## src/rtl/music_player_if.sv

```systemverilog
// Control, score-ROM and audio signals of the music player, grouped for port hookup.
interface music_player_if;
    logic        play;
    logic        restart;
    logic        loop_en;
    logic [31:0] tone_in;
    logic [7:0]  beat_num;
    logic        audio_out;
    logic        beat_tick;
    logic        playing;
    logic        song_done;

    modport master (
        output play, restart, loop_en, tone_in,
        input  beat_num, audio_out, beat_tick, playing, song_done
    );

    modport slave (
        input  play, restart, loop_en, tone_in,
        output beat_num, audio_out, beat_tick, playing, song_done
    );
endinterface

```

## src/rtl/music_player.sv

```systemverilog
// Beat sequencer for a combinational score ROM plus a phase-accumulator
// square-wave synthesiser with play/pause/restart/loop control.
module music_player #(
    parameter int unsigned CLK_FREQ  = 100000000,
    parameter int unsigned BEAT_RATE = 8,
    parameter int unsigned LAST_BEAT = 117,
    parameter int unsigned MUTE_TONE = 20000
) (
    input  logic           clk,
    input  logic           rst_n,
    music_player_if.slave  bus
);
    localparam int unsigned DIV   = CLK_FREQ / BEAT_RATE;
    localparam int unsigned HALF  = CLK_FREQ / 2;
    localparam int unsigned DIV_W = (DIV > 1) ? $clog2(DIV) : 1;

    typedef enum logic [1:0] {IDLE, PLAY, PAUSE, DONE} state_t;

    state_t           state;
    logic [DIV_W-1:0] div_cnt;
    logic [7:0]       beat_num;
    logic [31:0]      acc;
    logic [31:0]      tone_q;
    logic             audio;
    logic             beat_tick;
    logic             playing;
    logic             song_done;

    logic [32:0] sum;
    logic        mute;
    logic        tone_chg;
    logic        div_end;

    // 33-bit sum so acc + tone_q can never wrap before the HALF compare
    assign sum      = {1'b0, acc} + {1'b0, tone_q};
    assign mute     = (tone_q == 32'(MUTE_TONE)) || (tone_q == 32'd0) || (tone_q >= 32'(HALF));
    assign tone_chg = bus.tone_in != tone_q;
    assign div_end  = div_cnt == DIV_W'(DIV - 1);

    always_ff @(posedge clk or negedge rst_n) begin
        if (!rst_n) begin
            state     <= IDLE;
            div_cnt   <= '0;
            beat_num  <= '0;
            acc       <= '0;
            tone_q    <= '0;
            audio     <= 1'b0;
            beat_tick <= 1'b0;
            playing   <= 1'b0;
            song_done <= 1'b0;
        end else if (bus.restart) begin
            state     <= IDLE;
            div_cnt   <= '0;
            beat_num  <= '0;
            acc       <= '0;
            tone_q    <= '0;
            audio     <= 1'b0;
            beat_tick <= 1'b0;
            playing   <= 1'b0;
            song_done <= 1'b0;
        end else begin
            beat_tick <= 1'b0;
            case (state)
                IDLE: begin
                    div_cnt  <= '0;
                    beat_num <= '0;
                    acc      <= '0;
                    audio    <= 1'b0;
                    if (bus.play) begin
                        state   <= PLAY;
                        playing <= 1'b1;
                    end
                end
                PLAY: begin
                    if (!bus.play) begin
                        // pause beats a coincident tick: divider and beat hold as-is
                        state   <= PAUSE;
                        playing <= 1'b0;
                        audio   <= 1'b0;
                    end else begin
                        tone_q <= bus.tone_in;
                        // a new note starts phase-aligned low
                        if (tone_chg || mute) begin
                            acc   <= '0;
                            audio <= 1'b0;
                        end else if (sum >= 33'(HALF)) begin
                            acc   <= sum[31:0] - 32'(HALF);
                            audio <= ~audio;
                        end else begin
                            acc <= sum[31:0];
                        end
                        if (div_end) begin
                            div_cnt   <= '0;
                            beat_tick <= 1'b1;
                            if (beat_num < 8'(LAST_BEAT)) begin
                                beat_num <= beat_num + 8'd1;
                            end else if (bus.loop_en) begin
                                beat_num <= '0;
                            end else begin
                                state     <= DONE;
                                playing   <= 1'b0;
                                song_done <= 1'b1;
                                acc       <= '0;
                                audio     <= 1'b0;
                            end
                        end else begin
                            div_cnt <= div_cnt + DIV_W'(1);
                        end
                    end
                end
                PAUSE: begin
                    audio <= 1'b0;
                    if (bus.play) begin
                        state   <= PLAY;
                        playing <= 1'b1;
                    end
                end
                DONE: begin
                    audio     <= 1'b0;
                    song_done <= 1'b1;
                end
                default: state <= IDLE;
            endcase
        end
    end

    assign bus.beat_num  = beat_num;
    assign bus.audio_out = audio;
    assign bus.beat_tick = beat_tick;
    assign bus.playing   = playing;
    assign bus.song_done = song_done;
endmodule

```

## src/flat_wrapper.sv

```systemverilog
// flat-port wrapper written by rule: the top's interface ports become plain ports
module music_player_flat 
#(
    parameter int unsigned CLK_FREQ  = 100000000,
    parameter int unsigned BEAT_RATE = 8,
    parameter int unsigned LAST_BEAT = 117,
    parameter int unsigned MUTE_TONE = 20000
)
  (clk, rst_n, bus_play, bus_restart, bus_loop_en, bus_tone_in, bus_beat_num, bus_audio_out, bus_beat_tick, bus_playing, bus_song_done);
  music_player_if bus_i ();
  input  logic clk;
  input  logic rst_n;
  input wire logic [$bits(bus_i.play)-1:0] bus_play;
  input wire logic [$bits(bus_i.restart)-1:0] bus_restart;
  input wire logic [$bits(bus_i.loop_en)-1:0] bus_loop_en;
  input wire logic [$bits(bus_i.tone_in)-1:0] bus_tone_in;
  output wire logic [$bits(bus_i.beat_num)-1:0] bus_beat_num;
  output wire logic [$bits(bus_i.audio_out)-1:0] bus_audio_out;
  output wire logic [$bits(bus_i.beat_tick)-1:0] bus_beat_tick;
  output wire logic [$bits(bus_i.playing)-1:0] bus_playing;
  output wire logic [$bits(bus_i.song_done)-1:0] bus_song_done;
  assign bus_i.play = bus_play;
  assign bus_i.restart = bus_restart;
  assign bus_i.loop_en = bus_loop_en;
  assign bus_i.tone_in = bus_tone_in;
  assign bus_beat_num = bus_i.beat_num;
  assign bus_audio_out = bus_i.audio_out;
  assign bus_beat_tick = bus_i.beat_tick;
  assign bus_playing = bus_i.playing;
  assign bus_song_done = bus_i.song_done;
  music_player #(.CLK_FREQ(CLK_FREQ), .BEAT_RATE(BEAT_RATE), .LAST_BEAT(LAST_BEAT), .MUTE_TONE(MUTE_TONE)) u_core (.clk(clk), .rst_n(rst_n), .bus(bus_i));
endmodule
```

## config.mk

```make
export PLATFORM = sky130hd
export DESIGN_NAME = music_player_flat
export DESIGN_NICKNAME = d
export VERILOG_FILES = /design/src/rtl/music_player_if.sv /design/src/rtl/music_player.sv /design/src/flat_wrapper.sv
export SDC_FILE = /design/constraint.sdc
export NUM_CORES = 1
export LEC_CHECK = 0
export ABC_AREA = 1
export BUFFER_PORTS_ARGS = -buffer_cell sky130_fd_sc_hd__buf_4
export CAP_MARGIN = 40
export CORE_MARGIN = 2
export CORE_UTILIZATION = 35
export CTS_BUF_LIST = sky130_fd_sc_hd__clkbuf_16
export CTS_CLUSTER_SIZE = 20
export DETAILED_ROUTE_END_ITERATION = 16
export SKIP_LAST_GASP = 1
export SLEW_MARGIN = 40
export SYNTH_ARGS = -nofsm -noshare
export SYNTH_HDL_FRONTEND = slang
export SYNTH_SLANG_ARGS = --single-unit
```

## constraint.sdc

```tcl
create_clock -name clk -period 7.5 [get_ports clk]
set_clock_uncertainty 0.1 [all_clocks]
set_input_delay 0.375 -clock clk [delete_from_list [all_inputs] [get_ports clk]]
set_output_delay 0.375 -clock clk [all_outputs]
set_load 0.01 [all_outputs]
```

After elaboration in Yosys (flattened, before gate mapping) --
Cells that the tools add are included.
Word-level totals: memory bits (read-only) 0, bits of input ports 37, memories kept 0, word-level logic and storage cells 102, memory bits (writable) 0, register bits after elaboration 102, latch bits 0, output and inout port bits 12
Cells by class: reductions and logical operators 17, shift-type cells 0, $add $sub $neg 4, multiplexer cells 53, multipliers 0, $lt $le $gt $ge 3, bitwise operators 1, equal/unequal tests 15, div/mod/pow operators 0
Operators with widths (number):
- $mux W32 | 10
- $mux W24 | 3
- $pmux W32 S2 | 1
- $pmux W24 S2 | 1
- $mux W8 | 5
- $add A32 B32 Y33 | 1
- $ge A33 B26 Y1 const B | 1
- $eq A32 B15 Y1 const B | 1
- $ge A32 B26 Y1 const B | 1
- $logic_not A32 Y1 | 1
- $ne A32 B32 Y1 | 1
- $sub A32 B26 Y32 const B | 1
- $add A24 B1 Y24 const B | 1
- $eq A24 B24 Y1 const B | 1
- $mux W1 | 22
- $pmux W8 S2 | 1
- $mux W2 | 6
- $reduce_and A5 Y1 | 2
- $ne A3 B3 Y1 const B | 3
- $reduce_bool A3 Y1 | 3
- $add A8 B1 Y8 const B | 1
- $lt A8 B7 Y1 const B | 1
- $ne A4 B3 Y1 const B | 2
- $ne A4 B4 Y1 const B | 2
- other kinds (14) | 21

Depth between registers and ports, before layout --
depth in word-level cells 11, depth in mapped cells 24, gate-level depth less buffers 23

Worst setup path before layout --
OpenSTA, ideal clock, no wires.
kind register to register, from register u_core.tone_q[0], to register u_core.acc[14], cell stages (with the launch flop) 23, library setup time 117 ps, path buffers 1, setup slack 4368 ps, clock period less this slack 3132 ps, arrival time 2914 ps, required time 7283 ps, cells stage by stage dfrtp_1 > ha_1 > fa_1 > nand2_1 > nand2_1 > nand3_1 > nand2_1 > xor2_1 > inv_1 > ha_1 > inv_1 > nor2_1 > nand2_1 > nand4_1 > nand2_1 > nand2_1 > nand2_2 > nand2_2 > nand2_8 > buf_6 > nand3_1 > nand3_1 > nand2_1
On the way: cells in the longest elaborated chain, start to end 11, elaborated cells on any way between the ends 18, those cells by class add/sub: 2; order compare: 2; eq/ne: 2; mux: 8; reduce/logical: 4
RTL lines:
- start, declared | line music_player.sv:23 | logic [31:0] tone_q;
- start signal, assigned | line music_player.sv:81 | tone_q <= bus.tone_in;
- parallel branches: the longest is 4 deep, another holds $add A32 B32 Y33
- $mux W32 (*) | line music_player.sv:83 | if (tone_chg || mute) begin
- $mux W32 | line music_player.sv:97 | end else if (bus.loop_en) begin
- $mux W32 | line music_player.sv:95 | if (beat_num < 8'(LAST_BEAT)) begin
- $mux W32 (*) | line music_player.sv:92 | if (div_end) begin
- $mux W32 (*) | line music_player.sv:75 | if (!bus.play) begin
- $pmux W32 S2 (*) | line music_player.sv:63 | case (state)
- $mux W32 (*) | line music_player.sv:51 | end else if (bus.restart) begin
- end signal, assigned | line music_player.sv:87 | acc <= sum[31:0] - 32'(HALF);
- end signal, assigned | line music_player.sv:90 | acc <= sum[31:0];
- end, declared | line music_player.sv:22 | logic [31:0] acc;
Every way passes the cells marked *. The select of a mux whose other input is x is not followed. A chain may end at the register's enable or synchronous reset.

Worst setup path after layout --
from register u_core.tone_q[0], to register u_core.acc[15]
The elaborated chain is that of the path after synthesis.

==> reports/metrics.cfg <==
[clocking]
clk_latency_ps = 380
cts_resized = 0
root_buffer = clkbuf_16
numCtsBuffers = 9
clockBufferDepth = 2
clkTransAtPathRegs_ps = 90
cts_tree = yes
htreeDepth = 3
cts_setup_buffers = 0
cts_sinks = 102

[run]
maxCapViolations = 0

[sta]
max-slew-margin-rel = 0.521
worstMarginPinSlew_ps = 719
period_share = 0.497
setup_viol = 0
whs_ps = 146
finalHoldViolations = 0
rsz0062_at_grt = no
post-route-min-period_ps = 3730
tns_ps = 0
slew_violations = 0
fmax_mhz = 268

[floorplan]
io-pin-count = 49
die_area_um2 = 27000
start_util = 0.357
fp.coreArea_um2 = 25200
row_count = 58
die_h_um = 164
die_x_um = 164

[placement]
io_buffers = 48
dp_hpwl_um = 23900
place_inst = 1839
routabilityCongestion = 0.990

[status]
status = finished, final reports clean

[synth]
synth_edf_count = 0
synthFlopType = dfrtp_1
yosysWarningCount = 0
synth_top_area_share = 0.284
syn_nets = 1549
syn_inst = 1475
ys_seq_area_frac = 0.284
syn_area_um2 = 9000
synthTopCellsByCount = 497 x nand2_1, 247 x inv_1, 135 x nand3_1
synth.most_common_cell = nand2_1
synth_top_area_cell = dfrtp_1
yosysUniqueCellTypes = 49
synth-seq-cells = 102
ys_top_cells_by_area = dfrtp_1 28%, nand2_1 21%, inv_1 10%
syn_avg_cell_area_um2 = 6.10
synthArstFlopShare = 1.00

[finish]
nFillCells = 2663
nets = 1595
area_growth_pct = 11.8
stdcell_count = 1856
drive_gt1_frac = 0.0740
regArea_um2 = 2550
fin_util = 0.399
multi_input_area_um2 = 5370
n_antenna_cell = 0

[setup_path]
slowest_stage = fa_1
crit_fanout = 46
crit_path_start_kind = flop
cp.arrival_ps = 3890
reg2reg_setup_slack_ps = 3770
r2r-start = u_core.tone_q[0]
cp-startpoint = u_core.tone_q[0]
worst_setup_path_end_kind = flop
worst_path_most_repeated_cell = nand2_1
critical-path-max-stage-delay_ps = 460
crit_path_cell_trace = ha_1 -> fa_1 -> nand2_1 -> nand2_1 -> nand3_1 -> nand2_1 -> xor2_1 -> inv_1 -> ha_1 -> inv_1 -> nor2_1 -> nand2_1 -> nand4_1 -> nand2_1 -> nand2_1 -> nand2_2 -> nand2_2 -> nand2_8 -> nand3_1 -> nand3_1 -> nand2_1
path_class = flop to flop
critPathRequiredTime_ps = 7660

[detailed_routing]
via_per_inst = 5.14
firstDrtPassIters = 6
drc_errors = 0
num_vias = 9542
wl_per_cell_um = 16.0
antenna_left = 0
drt-total-wl_um = 29600
drtIter0Drc = 706

[global_route]
grt.total_usage = 0.230
grt_pass1_wl_um = 48000
first_global_vias = 9199
gr-total-overflow = 0
antenna_found_initial = 0
grt_max_degree = 54

[hold_path]
min_from = bus_tone_in[28]
hp-class = primary input to flop

[power_and_ir_drop]
power.leakage_nw = 5.27
power.density_nw_per_um2 = 151
ir_drop_uv = 107

-- per-stage QoR --
| step | total power (W) | cell area [um2] | worst slack [ps] |
|---|---|---|---|
| floorplan | 0.000879 | 9000 | 4370 |
| global placement | 0.00101 | 9720 | 3960 |
| detailed placement | 0.00101 | 9730 | 3860 |
| CTS | 0.00153 | 10100 | 3850 |
| global route | 0.00160 | 10100 | 3410 |
| finish | 0.00152 | 10100 | 3770 |
-- path summary, 6_finish.rpt --
kind | cells past startpoint | endpoint
max | 21 | u_core.acc[15]
min | 3 | u_core.tone_q[28]
max reg2reg | 21 | u_core.acc[15]
min reg2reg | 1 | u_core.bus.audio_out
max in group asynchronous | 3 | u_core.acc[20]
min in group asynchronous | 2 | u_core.bus.playing
-- placed cells by master, fill, tap and decap left out, types with 22 or more instances in the layout --
| cell | instances |
|---|---|
| nor3_1 | 27 |
| nand2_1 | 497 |
| nor4_1 | 22 |
| a21oi_1 | 39 |
| ha_1 | 36 |
| nand3_1 | 135 |
| nor2_1 | 118 |
| nand4_1 | 43 |
| dfrtp_1 | 102 |
| inv_1 | 247 |
| buf_4 | 54 |
| o21ai_0 | 49 |
-- power by group --
part           internal [W]  leakage [nW]  total [W]  switching (W)
Sequential         0.000572          1.41   0.000605      0.0000327
Combinational      0.000123          3.70   0.000399       0.000276
Clock              0.000245         0.156   0.000517       0.000272
Total              0.000940          5.27    0.00152       0.000581
-- flip-flops by register name (all words and copies together) (netlist names) --
signal and count:
u_core.acc 32, u_core.bus.audio_out 1, u_core.bus.beat_num 8, u_core.bus.beat_tick 1, u_core.bus.playing 1, u_core.bus.song_done 1
u_core.div_cnt 24, u_core.state 2, u_core.tone_q 32
-- logic make-up (layout without fill, tap and decap cells) --
family                     count (synthesis)  count (layout)  share of synthesized area
AOI/OAI and AO/OA                        137             137                     0.0857
xor gates and xnor gates                  27              27                     0.0263
adders and majority gates                 37              37                     0.0523
buffers and inverters                    283             334                      0.122
DFF                                      102             102                      0.284
and+or+nand+nor                          889             889                      0.430
-- area by class of cell --
cell class,instances,share of cell area
multi-input combinational,1090,0.534
sequential,102,0.254
inverter,263,0.0981
timing repair buffer,55,0.0413
tap,330,0.0410
clock buffer,9,0.0224
clock inverter,7,0.00958
-- repair_timing --
| action | in CTS | in global routing |
|---|---|---|
| endpoints found under the setup margin | 0 | 0 |
| hold buffers | 1 | 0 |
| hold endpoints to repair | 49 | 0 |
-- layer usage --
metal	share of wire	up-vias	track usage
met1	0.47	4416	0.319
met5	0	-	0
met3	0.051	53	0.0265
li1	-	4821	-
met4	0.036	0	0.0941
met2	0.44	252	0.362
-- critical path, delay by kind of cell, from the launching register on --
family,cells,cell delay [ps]
simple gates,15,1630
fa+ha+maj,3,950
flops,1,420
xor+xnor,1,330
buf+inv,2,190
No activity file was read; power rests on OpenSTA's default activity.
